==> config.mk <==
export PLATFORM = sky130hd
export DESIGN_NAME = float_multiply
export DESIGN_NICKNAME = d
export VERILOG_FILES = /design/src/rtl/float_multiply.sv
export SDC_FILE = /design/constraint.sdc
export NUM_CORES = 2
export LEC_CHECK = 0
export CORE_MARGIN = 5
export CORE_UTILIZATION = 64
export CTS_CLUSTER_SIZE = 24
export DETAILED_ROUTE_END_ITERATION = 10
export PLACE_DENSITY = 0.84
export SETUP_SLACK_MARGIN = 0.1
export SYNTH_ARGS = -nofsm -noshare
export SYNTH_HDL_FRONTEND = slang
export SYNTH_SLANG_ARGS = --single-unit
==> constraint.sdc <==
create_clock -name clk -period 8.9 [get_ports clk]
set_input_delay 1.335 -clock clk [delete_from_list [all_inputs] [get_ports clk]]
set_output_delay 1.335 -clock clk [all_outputs]
set_load 0.01 [all_outputs]
==> src/rtl/float_multiply.sv <==
// ---------------------------------------------------------------------------
// float_multiply
//    Pipelined IEEE-754 binary32 multiplier, round to nearest / ties to even.
//    Subnormal inputs are treated as signed zero and results too small to be
//    normal are flushed to signed zero. Any NaN input, or zero times infinity,
//    yields the canonical quiet NaN 0x7FC00000. No exception flags are raised.
//
//    Timing: operands sampled at edge N are visible on OUT after edge N+2.
//    A new operand pair is accepted on every edge.
//
// Ports
//    clk   : rising-edge clock for all state
//    reset : synchronous, active-low; clears every pipeline register
//    IN1   : operand A (binary32)
//    IN2   : operand B (binary32)
//    OUT   : registered product A*B (binary32)
// ---------------------------------------------------------------------------
module float_multiply (
   input  logic        clk,
   input  logic        reset,
   input  logic [31:0] IN1,
   input  logic [31:0] IN2,
   output logic [31:0] OUT
);

   // ------------------------------------------------------------------
   // Operand unpacking and classification
   // ------------------------------------------------------------------
   logic [7:0]  exp_a, exp_b;
   logic [22:0] frac_a, frac_b;
   logic        sign_in;
   logic        zero_a, zero_b, inf_a, inf_b, nan_a, nan_b;

   assign exp_a   = IN1[30:23];
   assign exp_b   = IN2[30:23];
   assign frac_a  = IN1[22:0];
   assign frac_b  = IN2[22:0];
   assign sign_in = IN1[31] ^ IN2[31];

   // An exponent of zero covers both true zero and subnormals, which are
   // flushed to zero before they ever reach the multiplier.
   assign zero_a = (exp_a == 8'h00);
   assign zero_b = (exp_b == 8'h00);
   assign inf_a  = (exp_a == 8'hFF) && (frac_a == 23'd0);
   assign inf_b  = (exp_b == 8'hFF) && (frac_b == 23'd0);
   assign nan_a  = (exp_a == 8'hFF) && (frac_a != 23'd0);
   assign nan_b  = (exp_b == 8'hFF) && (frac_b != 23'd0);

   // Special-case results are fully decided here and simply carried down
   // the pipeline, bypassing the arithmetic path.
   logic        special_in;
   logic [31:0] special_val_in;

   always_comb begin
      special_in     = 1'b1;
      special_val_in = 32'h0000_0000;
      if (nan_a || nan_b || (inf_a && zero_b) || (zero_a && inf_b)) begin
         special_val_in = 32'h7FC0_0000;
      end else if (inf_a || inf_b) begin
         special_val_in = {sign_in, 8'hFF, 23'd0};
      end else if (zero_a || zero_b) begin
         special_val_in = {sign_in, 31'd0};
      end else begin
         special_in = 1'b0;
      end
   end

   // Full 24x24 significand product and unbiased-then-rebiased exponent sum.
   // Ten signed bits hold every intermediate exponent, including negatives
   // from underflow and the +2 worst case from normalize plus round carry.
   logic [47:0]       prod_in;
   logic signed [9:0] exp_sum_in;

   assign prod_in    = {24'd0, 1'b1, frac_a} * {24'd0, 1'b1, frac_b};
   assign exp_sum_in = $signed({2'b00, exp_a}) + $signed({2'b00, exp_b}) - 10'sd127;

   // ------------------------------------------------------------------
   // Stage 1 registers: raw product and exponent sum
   // ------------------------------------------------------------------
   logic              s1_sign;
   logic signed [9:0] s1_exp;
   logic [47:0]       s1_prod;
   logic              s1_special;
   logic [31:0]       s1_special_val;

   always_ff @(posedge clk) begin
      if (!reset) begin
         s1_sign        <= 1'b0;
         s1_exp         <= 10'sd0;
         s1_prod        <= 48'd0;
         s1_special     <= 1'b0;
         s1_special_val <= 32'h0000_0000;
      end else begin
         s1_sign        <= sign_in;
         s1_exp         <= exp_sum_in;
         s1_prod        <= prod_in;
         s1_special     <= special_in;
         s1_special_val <= special_val_in;
      end
   end

   // ------------------------------------------------------------------
   // Normalization and rounding
   // ------------------------------------------------------------------
   // The product of two values in [1,2) lies in [1,4); a set top bit means
   // the value is in [2,4) and the binary point moves one place left.
   logic [23:0]       mant_norm;
   logic              guard, round_bit, sticky;
   logic signed [9:0] exp_norm;

   always_comb begin
      if (s1_prod[47]) begin
         mant_norm = s1_prod[47:24];
         guard     = s1_prod[23];
         round_bit = s1_prod[22];
         sticky    = |s1_prod[21:0];
         exp_norm  = s1_exp + 10'sd1;
      end else begin
         mant_norm = s1_prod[46:23];
         guard     = s1_prod[22];
         round_bit = s1_prod[21];
         sticky    = |s1_prod[20:0];
         exp_norm  = s1_exp;
      end
   end

   // Ties (guard set, nothing below it) round up only when the kept LSB is
   // odd. A carry out of the 24-bit significand leaves the fraction bits all
   // zero, so only the exponent needs bumping on renormalization.
   logic              round_up;
   logic [24:0]       mant_rounded;
   logic signed [9:0] exp_rounded;
   logic [22:0]       frac_rounded;
   logic              unused_hidden;

   assign round_up      = guard & (round_bit | sticky | mant_norm[0]);
   assign mant_rounded  = {1'b0, mant_norm} + {24'd0, round_up};
   assign exp_rounded   = mant_rounded[24] ? (exp_norm + 10'sd1) : exp_norm;
   assign frac_rounded  = mant_rounded[22:0];
   assign unused_hidden = mant_rounded[23];

   // ------------------------------------------------------------------
   // Stage 2 registers: rounded significand and exponent
   // ------------------------------------------------------------------
   logic              s2_sign;
   logic signed [9:0] s2_exp;
   logic [22:0]       s2_frac;
   logic              s2_special;
   logic [31:0]       s2_special_val;

   always_ff @(posedge clk) begin
      if (!reset) begin
         s2_sign        <= 1'b0;
         s2_exp         <= 10'sd0;
         s2_frac        <= 23'd0;
         s2_special     <= 1'b0;
         s2_special_val <= 32'h0000_0000;
      end else begin
         s2_sign        <= s1_sign;
         s2_exp         <= exp_rounded;
         s2_frac        <= frac_rounded;
         s2_special     <= s1_special;
         s2_special_val <= s1_special_val;
      end
   end

   // ------------------------------------------------------------------
   // Output register: range check and packing
   // ------------------------------------------------------------------
   // Exponents at or below zero would need a subnormal encoding, which is
   // not produced; they collapse to signed zero. Anything at 255 or above
   // saturates to signed infinity.
   always_ff @(posedge clk) begin
      if (!reset) begin
         OUT <= 32'h0000_0000;
      end else if (s2_special) begin
         OUT <= s2_special_val;
      end else if (s2_exp <= 10'sd0) begin
         OUT <= {s2_sign, 31'd0};
      end else if (s2_exp >= 10'sd255) begin
         OUT <= {s2_sign, 8'hFF, 23'd0};
      end else begin
         OUT <= {s2_sign, s2_exp[7:0], s2_frac};
      end
   end

endmodule

==> flow_metrics.env <==
export IMPL_dieArea_um2=42500
export IMPL_dp_hpwl_mm=57.8
export IMPL_drtIter0Drc=1558
export IMPL_clk_latency_ns=0.42
export IMPL_grt_pass1_wl_mm=114
export IMPL_synthArstFlopShare_pct=0
export IMPL_seq_area_frac_synth_pct=10.8
export IMPL_cp_max_fo=16
export IMPL_slew_violations=0
export IMPL_die_h_um=206
export IMPL_ys_flop_type="dfxtp_1"
export IMPL_yosysTopAreaCell="fa_1"
export IMPL_io_buffers=97
export IMPL_drc=0
export IMPL_post_cts_setup_buffers=0
export IMPL_clock_path_buffers=2
export IMPL_setup_violations=0
export IMPL_dr_pass1_iters=6
export IMPL_cts_inserted_buffers=17
export IMPL_outcome="finished, final reports clean"
export IMPL_crit_type="input pin to flop"
export IMPL_yosysUniqueCellTypes=65
export IMPL_start_util_pct=65.1
export IMPL_hold_class="flop to flop"
export IMPL_rows=71
export IMPL_vias=19800
export IMPL_cts_max_level=4
export IMPL_nFillCells=2872
export IMPL_layout_min_cycle_time_ns=8.26
export IMPL_synth_top_cell_area_share_pct=39.3
export IMPL_grt_antenna_before_repair=1
export IMPL_holdWs_ns=0.426
export IMPL_grtUsageMet2_pct=56.2
export IMPL_worst_slew_pin_transition_ns=1.18
export IMPL_finClkSkew_ns=0.0105
export IMPL_end_kind="flop"
export IMPL_setup_tns_ns=0
export IMPL_relSlewSlack_pct=21.0
export IMPL_fmax_mhz=121
export IMPL_met1_usage_pct=43.7
export IMPL_holdBufCountCts=0
export IMPL_syn_avg_cell_area_um2=8.72
export IMPL_n_antenna_cell=0
export IMPL_grt_usage_pct=34.6
export IMPL_clk_pin_slew_ns=0.06
export IMPL_cts_tree="done"
export IMPL_cp_start_kind="input pin"
export IMPL_die_width_um=206
export IMPL_vias_per_cell=5.77
export IMPL_worst_endpoint_arrival_ns=8.57
export IMPL_syn_to_final_growth_pct=9.89
export IMPL_synth_seq_cells=133
export IMPL_routed_wl_mm=70.6
export IMPL_rsz0062_at_grt="false"
export IMPL_synth_warnings=0
export IMPL_gr_max_usage_layer="met2"
export IMPL_finalNetCount=3644
export IMPL_io_pin_count=98
export IMPL_synth_cells=2824
export IMPL_clockRootBuffer="clkbuf_16"
export IMPL_core_um2=37800
export IMPL_cp_required_ns=9.21
export IMPL_cts_resized=0
export IMPL_drive_above_1_share_pct=5.01
export IMPL_yosys_top_cells_area="fa_1, dfxtp_1, ha_1"
export IMPL_wl_per_cell_um=20.6
export IMPL_numClockSinks=133
export IMPL_finalCritPeriodShare_pct=92.8
export IMPL_syn_nets=3565
export IMPL_grt_overflow=0
export IMPL_hold_violations=0
export IMPL_place_congestion=1.00
export IMPL_antenna_left=0
export IMPL_grt_pass1_vias=21600
export IMPL_grtUsageMet3_pct=9.79
export IMPL_drv_cap=0
export IMPL_synthesis_area_um2=24600
export IMPL_grt_start_max_net_pins=77
export IMPL_synth_edf_count=0
## synthesized netlist by cell type (7+ instances only)
| master | n |
|---|---|
| inv_1 | 596 |
| fa_1 | 483 |
| nand2_1 | 323 |
| and2_1 | 288 |
| ha_1 | 192 |
| nor2_1 | 148 |
| dfxtp_1 | 133 |
| clkbuf_1 | 127 |
| a21oi_1 | 75 |
| xnor2_1 | 45 |
| o21ai_0 | 43 |
| nor3_1 | 39 |
| nand4_1 | 35 |
| nand3_1 | 34 |
| xor2_1 | 34 |
| nor4_1 | 26 |
| a21o_1 | 20 |
| mux2i_1 | 20 |
| a211oi_1 | 17 |
| o21a_1 | 14 |
| and3_1 | 13 |
| nor2b_1 | 10 |
| nand2b_1 | 9 |
| o21bai_1 | 7 |
## layer usage
layer | vias to the layer above | share of wire (%)
met5 | - | 0.018
met4 | 2 | 5.0
met3 | 231 | 11
met2 | 1077 | 46
met1 | 9763 | 38
li1 | 8703 | -
## placed cells by master (no fill, tap or decap), types with 4 or more instances in the layout
cell             instances
inv_1                  595
fa_1                   483
nand2_1                323
and2_1                 288
ha_1                   192
nor2_1                 148
dfxtp_1                132
buf_4                   98
clkdlybuf4s50_1         97
a21oi_1                 75
xnor2_1                 45
o21ai_0                 43
nor3_1                  39
nand4_1                 35
xor2_1                  34
nand3_1                 34
nor4_1                  26
mux2i_1                 20
a21o_1                  20
a211oi_1                17
clkbuf_16               17
o21a_1                  14
and3_1                  13
nor2b_1                 10
nand2b_1                 9
o21bai_1                 7
a31oi_1                  6
nor3b_1                  6
or4_1                    5
mux2_2                   4
and4_1                   4
a21boi_0                 4
or2_2                    4
o31ai_1                  4
a211o_1                  4
o211ai_1                 4
clkinv_4                 4
## final timing paths
kind / startpoint / endpoint / slack [ns] / cells past startpoint
worst max-delay path: IN2[9] / s1_prod[33] / 0.64 / 22
worst min-delay path: s2_frac[6] / OUT[6] / 0.43 / 1
worst max register to register: s1_prod[47] / s2_exp[6] / 4.85 / 13
worst min register to register: s2_frac[6] / OUT[6] / 0.43 / 1
## flip-flops by register name (all words and copies together), names as in the netlist, 3 cells and up
name	cells
OUT	32
s1_exp	10
s1_prod	48
s1_special_val	3
s2_exp	10
s2_frac	23
s2_special_val	3
## through the flow
step                      setup slack (ns)  std cells  utilization, %  area [um2]
after floorplan                       1.33       2824               -       24600
after global placement               0.378       3395            70.0       26500
after detailed placement             0.276       3395            70.0       26500
after CTS                            0.698       3425            71.5       27100
after global routing                 0.231       3425            71.5       27100
final                                0.638       3425            71.5       27100
## kinds of logic (layout without fill, tap and decap cells)
group / after synthesis / after routing / synth area share, %
buf+inv: 736 / 826 / 11.3
flops: 133 / 133 / 10.8
simple gates: 952 / 952 / 19.2
fa+ha+maj: 675 / 675 / 49.0
mux: 24 / 24 / 0.996
compound gates: 225 / 225 / 5.83
xor+xnor: 79 / 79 / 2.81
## worst max-delay path: stages
cell             delay (ns)
clkdlybuf4s50_1        1.01
nand2_1                0.19
fa_1                   0.58
inv_1                  0.06
fa_1                   0.54
inv_1                  0.06
fa_1                   0.50
inv_1                  0.06
fa_1                   0.55
fa_1                   0.43
fa_1                   0.50
inv_1                  0.06
fa_1                   0.52
inv_1                  0.05
ha_1                   0.45
nand2_1                0.17
nor2_1                 0.16
nand3_1                0.18
or2_2                  0.33
a211oi_1               0.47
nor3_1                 0.10
nor3_1                 0.27
## area by class of cell
type | instances | area, um2 | area share [%]
Clock inverter | 11 | 129 | 0.476
Clock buffer | 19 | 453 | 1.67
Sequential cell | 133 | 2660 | 9.84
Tap cell | 511 | 639 | 2.36
Timing Repair Buffer | 197 | 1750 | 6.46
Multi-Input combinational cell | 1955 | 19200 | 70.9
Inverter | 599 | 2250 | 8.31
Power is left out: the tool's default activity adds up to more than one toggle a clock period on the data nets, which glitch-free logic cannot reach.
